$ cat config.mk
export PLATFORM = sky130hd
export DESIGN_NAME = pmu_gen2
export DESIGN_NICKNAME = d
export VERILOG_FILES = /design/src/rtl/pmu_pkg.sv /design/src/rtl/pmu_dly_cnt.sv /design/src/rtl/pmu_gen2.sv
export SDC_FILE = /design/constraint.sdc
export NUM_CORES = 1
export LEC_CHECK = 0
export CAP_MARGIN = 15
export CORE_ASPECT_RATIO = 1.5
export CORE_MARGIN = 4
export CORE_UTILIZATION = 30
export DETAILED_ROUTE_END_ITERATION = 8
export GPL_TIMING_DRIVEN = 1
export PLACE_DENSITY = 0.54
export SLEW_MARGIN = 20
export SYNTH_ARGS = -nofsm -noshare
export SYNTH_HDL_FRONTEND = slang
export SYNTH_SLANG_ARGS = --single-unit
$ cat constraint.sdc
create_clock -name DOUB_BLF -period 5.2 [get_ports DOUB_BLF]
set_clock_uncertainty 0.15 [all_clocks]
set_input_delay 1.04 -clock DOUB_BLF [delete_from_list [all_inputs] [get_ports DOUB_BLF]]
set_output_delay 1.04 -clock DOUB_BLF [all_outputs]
set_load 0.005 [all_outputs]
$ cat src/rtl/pmu_pkg.sv
// pmu_pkg: shared state, command and tag-state codes for the power manage unit.
// Pulse inputs (*_done, *_req, *_off, new_cmd) are high for exactly one cycle;
// vee_rdy, cmd_head and tag_state are levels sampled on every clock edge.
package pmu_pkg;

    // FSM state codes; the guard states sit at 8/9 so existing debug decoders keep 0..4.
    typedef enum logic [3:0] {
        ST_RDY  = 4'd0,
        ST_INIT = 4'd1,
        ST_REC  = 4'd2,
        ST_SCU  = 4'd3,
        ST_OCU  = 4'd4,
        ST_GRD1 = 4'd8,
        ST_GRD2 = 4'd9,
        ST_END  = 4'd15
    } pmu_state_t;

    // Parsed command codes
    localparam logic [4:0] CMD_QUERYREP = 5'd3;
    localparam logic [4:0] CMD_ACK      = 5'd4;
    localparam logic [4:0] CMD_QUERY    = 5'd10;
    localparam logic [4:0] CMD_QUERYADJ = 5'd11;
    localparam logic [4:0] CMD_SELECT   = 5'd12;
    localparam logic [4:0] CMD_NAK      = 5'd20;
    localparam logic [4:0] CMD_REQ_RN   = 5'd21;
    localparam logic [4:0] CMD_READ     = 5'd22;
    localparam logic [4:0] CMD_WRITE    = 5'd23;
    localparam logic [4:0] CMD_KILL     = 5'd24;
    localparam logic [4:0] CMD_LOCK     = 5'd25;

    // Tag state codes
    localparam logic [3:0] TS_READY        = 4'd1;
    localparam logic [3:0] TS_ARBITRATE    = 4'd2;
    localparam logic [3:0] TS_REPLY        = 4'd3;
    localparam logic [3:0] TS_ACKNOWLEDGED = 4'd4;
    localparam logic [3:0] TS_OPEN         = 4'd5;
    localparam logic [3:0] TS_SECURED      = 4'd6;
    localparam logic [3:0] TS_KILLED       = 4'd7;
    localparam logic [3:0] TS_HALF_KILLED  = 4'd8;
    localparam logic [3:0] TS_HALF_SECURED = 4'd9;

    // Commands that will program the EEPROM and therefore need the VEE supply.
    function automatic logic wr_come_f(input logic [4:0] cmd, input logic [3:0] ts);
        return (cmd == CMD_WRITE) || (cmd == CMD_LOCK) ||
               ((cmd == CMD_KILL) && (ts == TS_HALF_KILLED));
    endfunction

endpackage

$ cat src/rtl/pmu_dly_cnt.sv
// pmu_dly_cnt: loadable up/down counter with clear and a terminal-count compare.
module pmu_dly_cnt #(
    parameter int W = 8
) (
    input  logic         i_clk,
    input  logic         i_srst,
    input  logic         i_clr,
    input  logic         i_load,
    input  logic [W-1:0] i_load_val,
    input  logic         i_en,
    input  logic         i_up,
    input  logic [W-1:0] i_tc_val,
    output logic         o_tc
);

    logic [W-1:0] r_cnt;

    // Clear beats load beats count; the count only moves while enabled.
    always_ff @(posedge i_clk) begin
        if (i_srst) begin
            r_cnt <= '0;
        end else if (i_clr) begin
            r_cnt <= '0;
        end else if (i_load) begin
            r_cnt <= i_load_val;
        end else if (i_en) begin
            r_cnt <= i_up ? (r_cnt + 1'b1) : (r_cnt - 1'b1);
        end
    end

    assign o_tc = (r_cnt == i_tc_val);

endmodule

$ cat src/rtl/pmu_gen2.sv
// pmu_gen2: stage sequencer, clock-gate control and VEE power check for the tag core.
module pmu_gen2
    import pmu_pkg::*;
#(
    parameter int GUARD1   = 3,
    parameter int GUARD2   = 4,
    parameter int TO_W     = 12,
    parameter int TO_MAX   = 4095,
    parameter int VCHK_WIN = 8
) (
    input  logic       DOUB_BLF,
    input  logic       rst,
    input  logic       tag_status,
    input  logic       init_done,
    input  logic       parse_done,
    input  logic       parse_err,
    input  logic       scu_done,
    input  logic       ocu_done,
    input  logic       dec_done,
    input  logic       new_cmd,
    input  logic       par_div_req,
    input  logic       par_div_off,
    input  logic       ie_60k_req,
    input  logic       ie_60k_off,
    input  logic [4:0] cmd_head,
    input  logic [3:0] tag_state,
    input  logic       vee_rdy,
    output logic       init_en,
    output logic       dec_en,
    output logic       scu_en,
    output logic       ocu_en,
    output logic       div_en,
    output logic       K60_EN,
    output logic       vee_req,
    output logic       vchk_en,
    output logic       vee_err,
    output logic       stage_to,
    output logic [3:0] pmu_state_o
);

    localparam int GW = $clog2(((GUARD1 > GUARD2) ? GUARD1 : GUARD2) + 1);
    localparam logic [GW-1:0] G1_LOAD = GW'(GUARD1 - 1);
    localparam logic [GW-1:0] G2_LOAD = GW'(GUARD2 - 1);
    // Watchdog fires in the TO_MAX-th cycle of a stage (count starts at 0 on entry).
    localparam logic [TO_W-1:0] WD_TC = TO_W'((TO_MAX == 0) ? 0 : (TO_MAX - 1));
    localparam int SW = $clog2(VCHK_WIN + 1);
    localparam logic [SW-1:0] VCHK_FULL = SW'(VCHK_WIN);

    pmu_state_t r_state, w_state_next;
    logic          w_grd_load, w_grd_en, w_grd_tc;
    logic [GW-1:0] w_grd_load_val;
    logic          w_wd_clr, w_wd_tc, w_in_stage, w_stage_done, w_to_fire;
    logic          w_wr_come, w_vee_ok;
    logic          r_div_en, r_k60_en, r_vee_req, r_vchk_en, r_vee_err, r_stage_to;
    logic [SW-1:0] r_stab;

    assign w_in_stage   = (r_state == ST_SCU) || (r_state == ST_OCU);
    assign w_stage_done = ((r_state == ST_SCU) && scu_done) || ((r_state == ST_OCU) && ocu_done);
    // A done pulse in the expiry cycle wins, and a kill request pre-empts the timeout.
    assign w_to_fire    = (TO_MAX != 0) && w_in_stage && w_wd_tc && !w_stage_done && !tag_status;
    assign w_wr_come    = wr_come_f(cmd_head, tag_state);
    assign w_vee_ok     = (r_stab == VCHK_FULL);

    // State register; reset also overrides any pending kill request.
    always_ff @(posedge DOUB_BLF) begin
        if (rst) begin
            r_state <= ST_RDY;
        end else begin
            r_state <= w_state_next;
        end
    end

    // Next-state logic; tag_status is applied last so it overrides every other transition.
    always_comb begin
        w_state_next = r_state;
        case (r_state)
            ST_RDY:  w_state_next = ST_INIT;
            ST_INIT: if (init_done) w_state_next = ST_REC;
            ST_REC:  if (parse_done && !parse_err) w_state_next = ST_GRD1;
            ST_GRD1: if (w_grd_tc) w_state_next = ST_SCU;
            ST_SCU: begin
                if (scu_done) w_state_next = ST_GRD2;
                else if (w_to_fire) w_state_next = ST_REC;
            end
            ST_GRD2: if (w_grd_tc) w_state_next = ST_OCU;
            ST_OCU: begin
                if (ocu_done || w_to_fire) w_state_next = ST_REC;
            end
            ST_END:  w_state_next = ST_END;
            default: w_state_next = ST_REC;
        endcase
        if (tag_status) begin
            w_state_next = ST_END;
        end
    end

    // Guard counter is loaded on entry to a guard state, then counts down to zero.
    always_comb begin
        w_grd_load     = 1'b0;
        w_grd_load_val = G1_LOAD;
        if ((w_state_next == ST_GRD1) && (r_state != ST_GRD1)) begin
            w_grd_load     = 1'b1;
            w_grd_load_val = G1_LOAD;
        end else if ((w_state_next == ST_GRD2) && (r_state != ST_GRD2)) begin
            w_grd_load     = 1'b1;
            w_grd_load_val = G2_LOAD;
        end
    end

    assign w_grd_en = (r_state == ST_GRD1) || (r_state == ST_GRD2);
    assign w_wd_clr = (w_state_next != r_state);

    pmu_dly_cnt #(.W(GW)) u_guard_cnt (
        .i_clk      (DOUB_BLF),
        .i_srst     (rst),
        .i_clr      (1'b0),
        .i_load     (w_grd_load),
        .i_load_val (w_grd_load_val),
        .i_en       (w_grd_en),
        .i_up       (1'b0),
        .i_tc_val   ('0),
        .o_tc       (w_grd_tc)
    );

    pmu_dly_cnt #(.W(TO_W)) u_wd_cnt (
        .i_clk      (DOUB_BLF),
        .i_srst     (rst),
        .i_clr      (w_wd_clr),
        .i_load     (1'b0),
        .i_load_val ('0),
        .i_en       (w_in_stage),
        .i_up       (1'b1),
        .i_tc_val   (WD_TC),
        .o_tc       (w_wd_tc)
    );

    // Clock gating: divider off wins over request, 60 kHz request wins over off.
    always_ff @(posedge DOUB_BLF) begin
        if (rst) begin
            r_div_en <= 1'b1;
            r_k60_en <= 1'b0;
        end else begin
            if (new_cmd || par_div_off) r_div_en <= 1'b0;
            else if (par_div_req || dec_done) r_div_en <= 1'b1;
            if (ie_60k_req) r_k60_en <= 1'b1;
            else if (ie_60k_off) r_k60_en <= 1'b0;
        end
    end

    // VEE request/check flags; a fresh dec_done outranks any simultaneous clear.
    always_ff @(posedge DOUB_BLF) begin
        if (rst) begin
            r_vee_req  <= 1'b0;
            r_vchk_en  <= 1'b0;
            r_vee_err  <= 1'b0;
            r_stage_to <= 1'b0;
        end else begin
            r_stage_to <= w_to_fire;
            if (dec_done) r_vee_req <= w_wr_come;
            else if (ocu_done || w_to_fire) r_vee_req <= 1'b0;
            if (dec_done) r_vchk_en <= w_wr_come;
            else if (scu_done || w_to_fire) r_vchk_en <= 1'b0;
            if (scu_done) r_vee_err <= r_vchk_en && !w_vee_ok;
        end
    end

    // Stability counter: consecutive vee_rdy cycles, saturating at the window length.
    always_ff @(posedge DOUB_BLF) begin
        if (rst) begin
            r_stab <= '0;
        end else if (!vee_rdy) begin
            r_stab <= '0;
        end else if (r_stab != VCHK_FULL) begin
            r_stab <= r_stab + 1'b1;
        end
    end

    assign init_en     = (r_state == ST_INIT);
    assign dec_en      = (r_state == ST_REC);
    assign scu_en      = (r_state == ST_SCU);
    assign ocu_en      = (r_state == ST_OCU);
    assign div_en      = r_div_en;
    assign K60_EN      = r_k60_en;
    assign vee_req     = r_vee_req;
    assign vchk_en     = r_vchk_en;
    assign vee_err     = r_vee_err;
    assign stage_to    = r_stage_to;
    assign pmu_state_o = r_state;

endmodule
==> results of run 1 <==
==> where the power goes <==
part,internal (uW),total (uW),switching [uW]
Combinational,58.9,114,55.1
Sequential,232,252,20.1
Clock,94.8,172,77.6
Total,385,538,153
==> stage by stage <==
step,hold WS (ps),std cells
floorplan,298,209
global placement,316,306
detailed placement,307,306
CTS,327,314
global route,383,314
finish,326,314
==> cell families after synthesis <==
kind of cell	synth area share, %
fa+ha+maj	4.42
buf+inv	5.16
flops	34.2
xor+xnor	7.74
compound gates	18.8
simple gates	29.7
==> cell type report <==
type	count	share of cell area, %
multi-input combinational	160	47.1
sequential	29	26.6
clock buffer	8	3.66
tap	70	4.01
inverter	10	1.72
timing repair buffer	37	16.9
==> cell usage in the layout (no fill, tap or decap), types with 2 or more instances in the layout <==
cell type	instances
clkdlybuf4s50_1	37
nor2_1	32
dfxtp_1	29
nand2_1	15
a21oi_1	12
xor2_1	11
inv_1	10
o21ai_0	8
a31oi_1	8
nand3_1	8
ha_1	6
nor2b_1	5
nor3_1	5
clkbuf_8	5
and3_1	4
xnor2_1	4
nand4_1	4
and4_1	3
clkbuf_1	3
nor4b_1	2
o31ai_1	2
nand4b_1	2
nand3b_1	2
o211ai_1	2
==> worst register-to-register path, cell delays in order (launching register included) <==
cell	delay (ps)
dfxtp_1	340
inv_1	110
ha_1	140
nor2b_1	530
o2bb2ai_1	260
nor3_1	300
xnor2_1	170
nand3_1	350
a211oi_1	320
==> registers in the layout, summed over array words and instances, names as in the netlist <==
register           count
u_wd_cnt.r_cnt        12
vee_err                1
K60_EN                 1
stage_to               1
vchk_en                1
vee_req                1
div_en                 1
u_guard_cnt.r_cnt      3
r_stab                 4
pmu_state_o            4
==> worst max path at each step <==
stage          startpoint            endpoint  slack [ps]
2_1_floorplan  tag_status  u_wd_cnt.r_cnt[11]        2500
3_3_place_gp     scu_done   u_wd_cnt.r_cnt[1]        1630
3_5_place_dp     scu_done   u_wd_cnt.r_cnt[1]        1590
4_1_cts          scu_done   u_wd_cnt.r_cnt[1]        1860
5_1_grt          scu_done   u_wd_cnt.r_cnt[1]        1700
6_report         scu_done   u_wd_cnt.r_cnt[1]        1880
==> routing by layer <==
metal | track usage (%) | part of all wire (%) | vias up
met2 | 22.1 | 49 | 41
met1 | 14.2 | 43 | 721
met5 | 0 | 0 | -
li1 | - | - | 811
met3 | 3.41 | 4.1 | 13
met4 | 6.77 | 3.6 | 0
==> metrics.cfg, run 1 <==
[setup_path]
r2r_start=u_guard_cnt.r_cnt[0]
r2r_cells=8
crit_family=simple AND/OR/NAND/NOR gates
cpPeakStageDelay_ps=590
crit_path_start_kind=primary input
crit_arrival_ps=3360
slowest_stage=clkdlybuf4s50_1
crit_buf_inv=1
regToRegSetupSlack_ps=2460
crit_type=primary input to flop
worstPathRequired_ps=5240
cp_max_fo=12
crit_chain=clkdlybuf4s50_1 > or3b_2 > a21oi_1 > nor3_1 > xnor2_1 > nand3_1 > a211oi_1
endpoint_kind=flop
cp.depth=7
timing.rr.end=u_wd_cnt.r_cnt[1]

[layout]
multi_input_area_um2=1030
antenna_cells=0
finalInstanceArea_um2=2190
drive_gt1_share_pct=5.74
nets=273
fin_util_pct=39.8
seq_area_um2=581
fill_cells=582
area_growth_pct=28.7

[pwr]
fin_total_pwr_uw=538
power.leakage_uw=0.000767
peakVddDrop_mv=0.118
powerDensity_nw_per_um2=246

[synth]
synthFlopType=dfxtp_1
yosysTopAreaCell=dfxtp_1
netlist.area_leader.share_pct=34.2
synth_edf_count=0
netlist_top_cells_area=dfxtp_1, nor2_1, xor2_1, ha_1, a21oi_1
ys_seq_elements=29
yosysWarnings=0
synthCells=209
ys_seq_area_share_pct=34.2
yosysUniqueCellTypes=49
async_flop_share_pct=0
synth_nets=239
avgSynthCellArea_um2=8.12
synth_area_um2=1700
synth_commonest_cells=nor2_1, dfxtp_1, nand2_1
yosysMostFrequentCell=nor2_1

[place]
gp_congestion=0.838
dpl.hpwl_mm=3.19
dpl_cell_area_um2=2110
port_buffers=37
pre_cts_ws_ps=1590

[grt]
grt_max_degree=25
grt_util_all_layers_pct=12.8
overflow=0
grt_pass1_wl_mm=7.17
grt_pass1_vias=1534
antenna_found_initial=0

[die]
die_y_um=100
pin_count=38
start_util_pct=30.9
core_um2=5490
dieArea_um2=6950
die_w_um=69.4
rows=33

[run]
maxCapViolations=0

[clocking]
cts_made_buffers=5
h-tree-depth=2
hold_buffers=0
cts_resized=0
cts_setup_buffers=0
clkSinkCount=29
root_buffer=clkbuf_8
clk_path_buf_depth=2
tritoncts=built
cts.clk_slew.worst_paths_ps=60
insertion_delay_ps=270

[worst_hold_path]
min-delay-start=vee_err
holdPathEnd=vee_err
min_path_cells=2
hp-class=flop to flop

[sta]
fin_crit_ps=3320
rsz0062_at_grt=no
finalMaxSlewViolations=0
fmaxAchievable_ghz=0.301
relSlewSlack_pct=50.0
worstMarginPinSlew_ps=749
setup_tns_ps=0
setup_violations=0
finalHoldViolations=0
setup_slack_ps=1880
fin_crit_sh_pct=63.9

[detailed_routing]
via_per_inst=5.05
drtIter0Drc=95
wl_mm=4.19
drc=0
first_pass_iters=4
wire_per_inst_um=13.4
num_vias=1586
ant_nets=0

[run_status]
outcome=finished clean

(Power assumes the default switching activity.)
==> inputs of run 2 (changes only) <==
--- a/config.mk
+++ b/config.mk
@@ -11,7 +11,7 @@
 export CORE_UTILIZATION = 30
 export DETAILED_ROUTE_END_ITERATION = 8
 export GPL_TIMING_DRIVEN = 1
-export PLACE_DENSITY = 0.54
+export PLACE_DENSITY = 0.56
 export SLEW_MARGIN = 20
 export SYNTH_ARGS = -nofsm -noshare
 export SYNTH_HDL_FRONTEND = slang
==> constraint.sdc (replaced) <==
create_clock -name DOUB_BLF -period 2.8 [get_ports DOUB_BLF]
set_clock_uncertainty 0.15 [all_clocks]
set_input_delay 0.56 -clock DOUB_BLF [delete_from_list [all_inputs] [get_ports DOUB_BLF]]
set_output_delay 0.56 -clock DOUB_BLF [all_outputs]
set_load 0.005 [all_outputs]
==> run 2 against run 1 <==
  * Critical path depth down 3
  * Combinational power up 120%
  * Final cell count is 4.5% higher
  * Register-to-register slack got worse by 2000 ps
  * Sequential share of layout area down 1.3 points
  * Via count is 3.7% higher
  * First-iteration DRC count is 37% higher
  * Core utilization increased by 2.2 points
  * Critical endpoint is now init_en
==> metrics.cfg, run 2 (same netlist as run 1, synthesis figures left out) <==
[run_status]
outcome=finished clean

[setup_path]
endpoint_kind=primary output
slowest_stage=clkdlybuf4s50_1
r2r_start=u_guard_cnt.r_cnt[0]
cpPeakStageDelay_ps=530
crit_family=buffers and inverters
crit_chain=buf_4 > or2_2 > nor3b_1 > clkdlybuf4s50_1
worstPathRequired_ps=2090
crit_type=flop to primary output
crit_buf_inv=2
startpoint=pmu_state_o[3]
r2r_cells=10
cp.depth=4
crit_arrival_ps=1900
cp_max_fo=11
crit_path_start_kind=flop

[sta]
fin_crit_ps=2610
setup_tns_ps=0
fmaxAchievable_ghz=0.384
finalMaxSlewViolations=0
setup_slack_ps=193
setup_violations=0
rsz0062_at_grt=no
worstMarginPinSlew_ps=574
fin_hold_ws_ps=317
relSlewSlack_pct=61.7
finalHoldViolations=0
fin_crit_sh_pct=93.1

[grt]
grt_util_all_layers_pct=13.6
overflow=0
grt_pass1_wl_mm=7.56
grt_max_degree=20
antenna_found_initial=0
grt_pass1_vias=1612

[worst_hold_path]
min_path_cells=2
min-delay-start=vee_err
hp-class=flop to flop

[clocking]
clkSinkCount=29
h-tree-depth=2
insertion_delay_ps=280
clk_path_buf_depth=2
cts_made_buffers=5
cts_setup_buffers=0
tritoncts=built
cts.clk_slew.worst_paths_ps=70
root_buffer=clkbuf_8

[layout]
largest_register=u_wd_cnt.r_cnt
largest_reg_flops=12
area_growth_pct=35.9
final_cell_mix=clkdlybuf4s50_1, nor2_1, dfxtp_1
drive_gt1_share_pct=12.0
fill_cells=578
finalInstanceArea_um2=2310
fin_util_pct=42.0
antenna_cells=0
nets=287
mostFrequentLayoutCell=clkdlybuf4s50_1

[detailed_routing]
drc=0
drtIter0Drc=130
num_vias=1645
first_pass_iters=4
via_per_inst=5.02
ant_nets=0
wire_per_inst_um=13.6
wl_mm=4.46

[pwr]
powerDensity_nw_per_um2=453
peakVddDrop_mv=0.186
clkPwrFrac_pct=32.1
p_int_uw=735
switching_share_pct=29.7
power.leakage_uw=0.000848
power_frac_seq_pct=43.9
combPwrFrac_pct=24.0
p_sw_uw=310

[run]
maxCapViolations=0

[die]
pin_count=38
die_y_um=100
dieArea_um2=6950
core_um2=5490
start_util_pct=30.9
rows=33
die_w_um=69.4

[place]
dpl_cell_area_um2=2220
port_buffers=37
gp_congestion=0.831
dpl.hpwl_mm=3.47
pre_cts_ws_ps=88.3

==> run 2: changes by cell type in the layout (fill, tap and decap cells not counted) <==
cell	previous run	this run
buf_4	0	13
clkinv_2	0	2
dfxtp_2	0	1
dfxtp_1	29	28
clkbuf_1	3	1
buf_12	0	1
==> run 2: what timing repair did <==
| item | 4_1_cts | 5_1_grt |
|---|---|---|
| endpoints found under the hold margin | 0 | 0 |
| gates resized for setup | 0 | 1 |
| endpoints found under the setup margin | 0 | 1 |
| hold buffers | 0 | 0 |
==> run 2: worst paths after layout <==
path	to	slack [ps]
worst min-delay path	vee_err	320
worst max register to register	u_wd_cnt.r_cnt[1]	490
worst min register to register	vee_err	320
worst max-delay path	init_en	190
==> run 2: worst register-to-register path, cell delays in order (launching register included) <==
cell and delay (ps):
dfxtp_1 380, inv_1 100, ha_1 190, nor2b_1 180, buf_4 170, a31oi_1 150, o21ai_0 90, nor4_1 290
nand3_1 180, buf_12 180, a211oi_1 190
==> run 2: power groups by stage <==
stage	logic [uW]	clock network (uW)	registers [uW]
floorplan	152	0	454
global placement	250	0	468
detailed placement	251	0	468
CTS	253	352	458
global route	279	369	462
finish	251	335	459
==> run 2: metal layers <==
metal  vias up  part of all wire (%)  global-route usage, %
met4         0                   3.7                   7.97
li1        841                     -                      -
met5         -                     0                      0
met2        30                    52                   25.1
met1       763                    40                   14.0
met3        11                   3.5                   3.01
==> run 2: cell type report <==
type | instances | area [um^2] | share of cell area (%)
clock buffers | 6 | 72.6 | 3.15
clock inverters | 2 | 10.0 | 0.434
inverters | 10 | 37.5 | 1.63
multi-input cells | 160 | 1030 | 44.6
flip-flops and latches | 29 | 582 | 25.2
well taps | 70 | 87.6 | 3.80
repair buffers | 51 | 488 | 21.1
==> run 2: per-stage QoR <==
step	std cells	total power [uW]
5_1_grt	328	1110
4_1_cts	328	1060
3_3_place_gp	320	718
2_1_floorplan	209	606
6_report	328	1040
3_5_place_dp	320	719
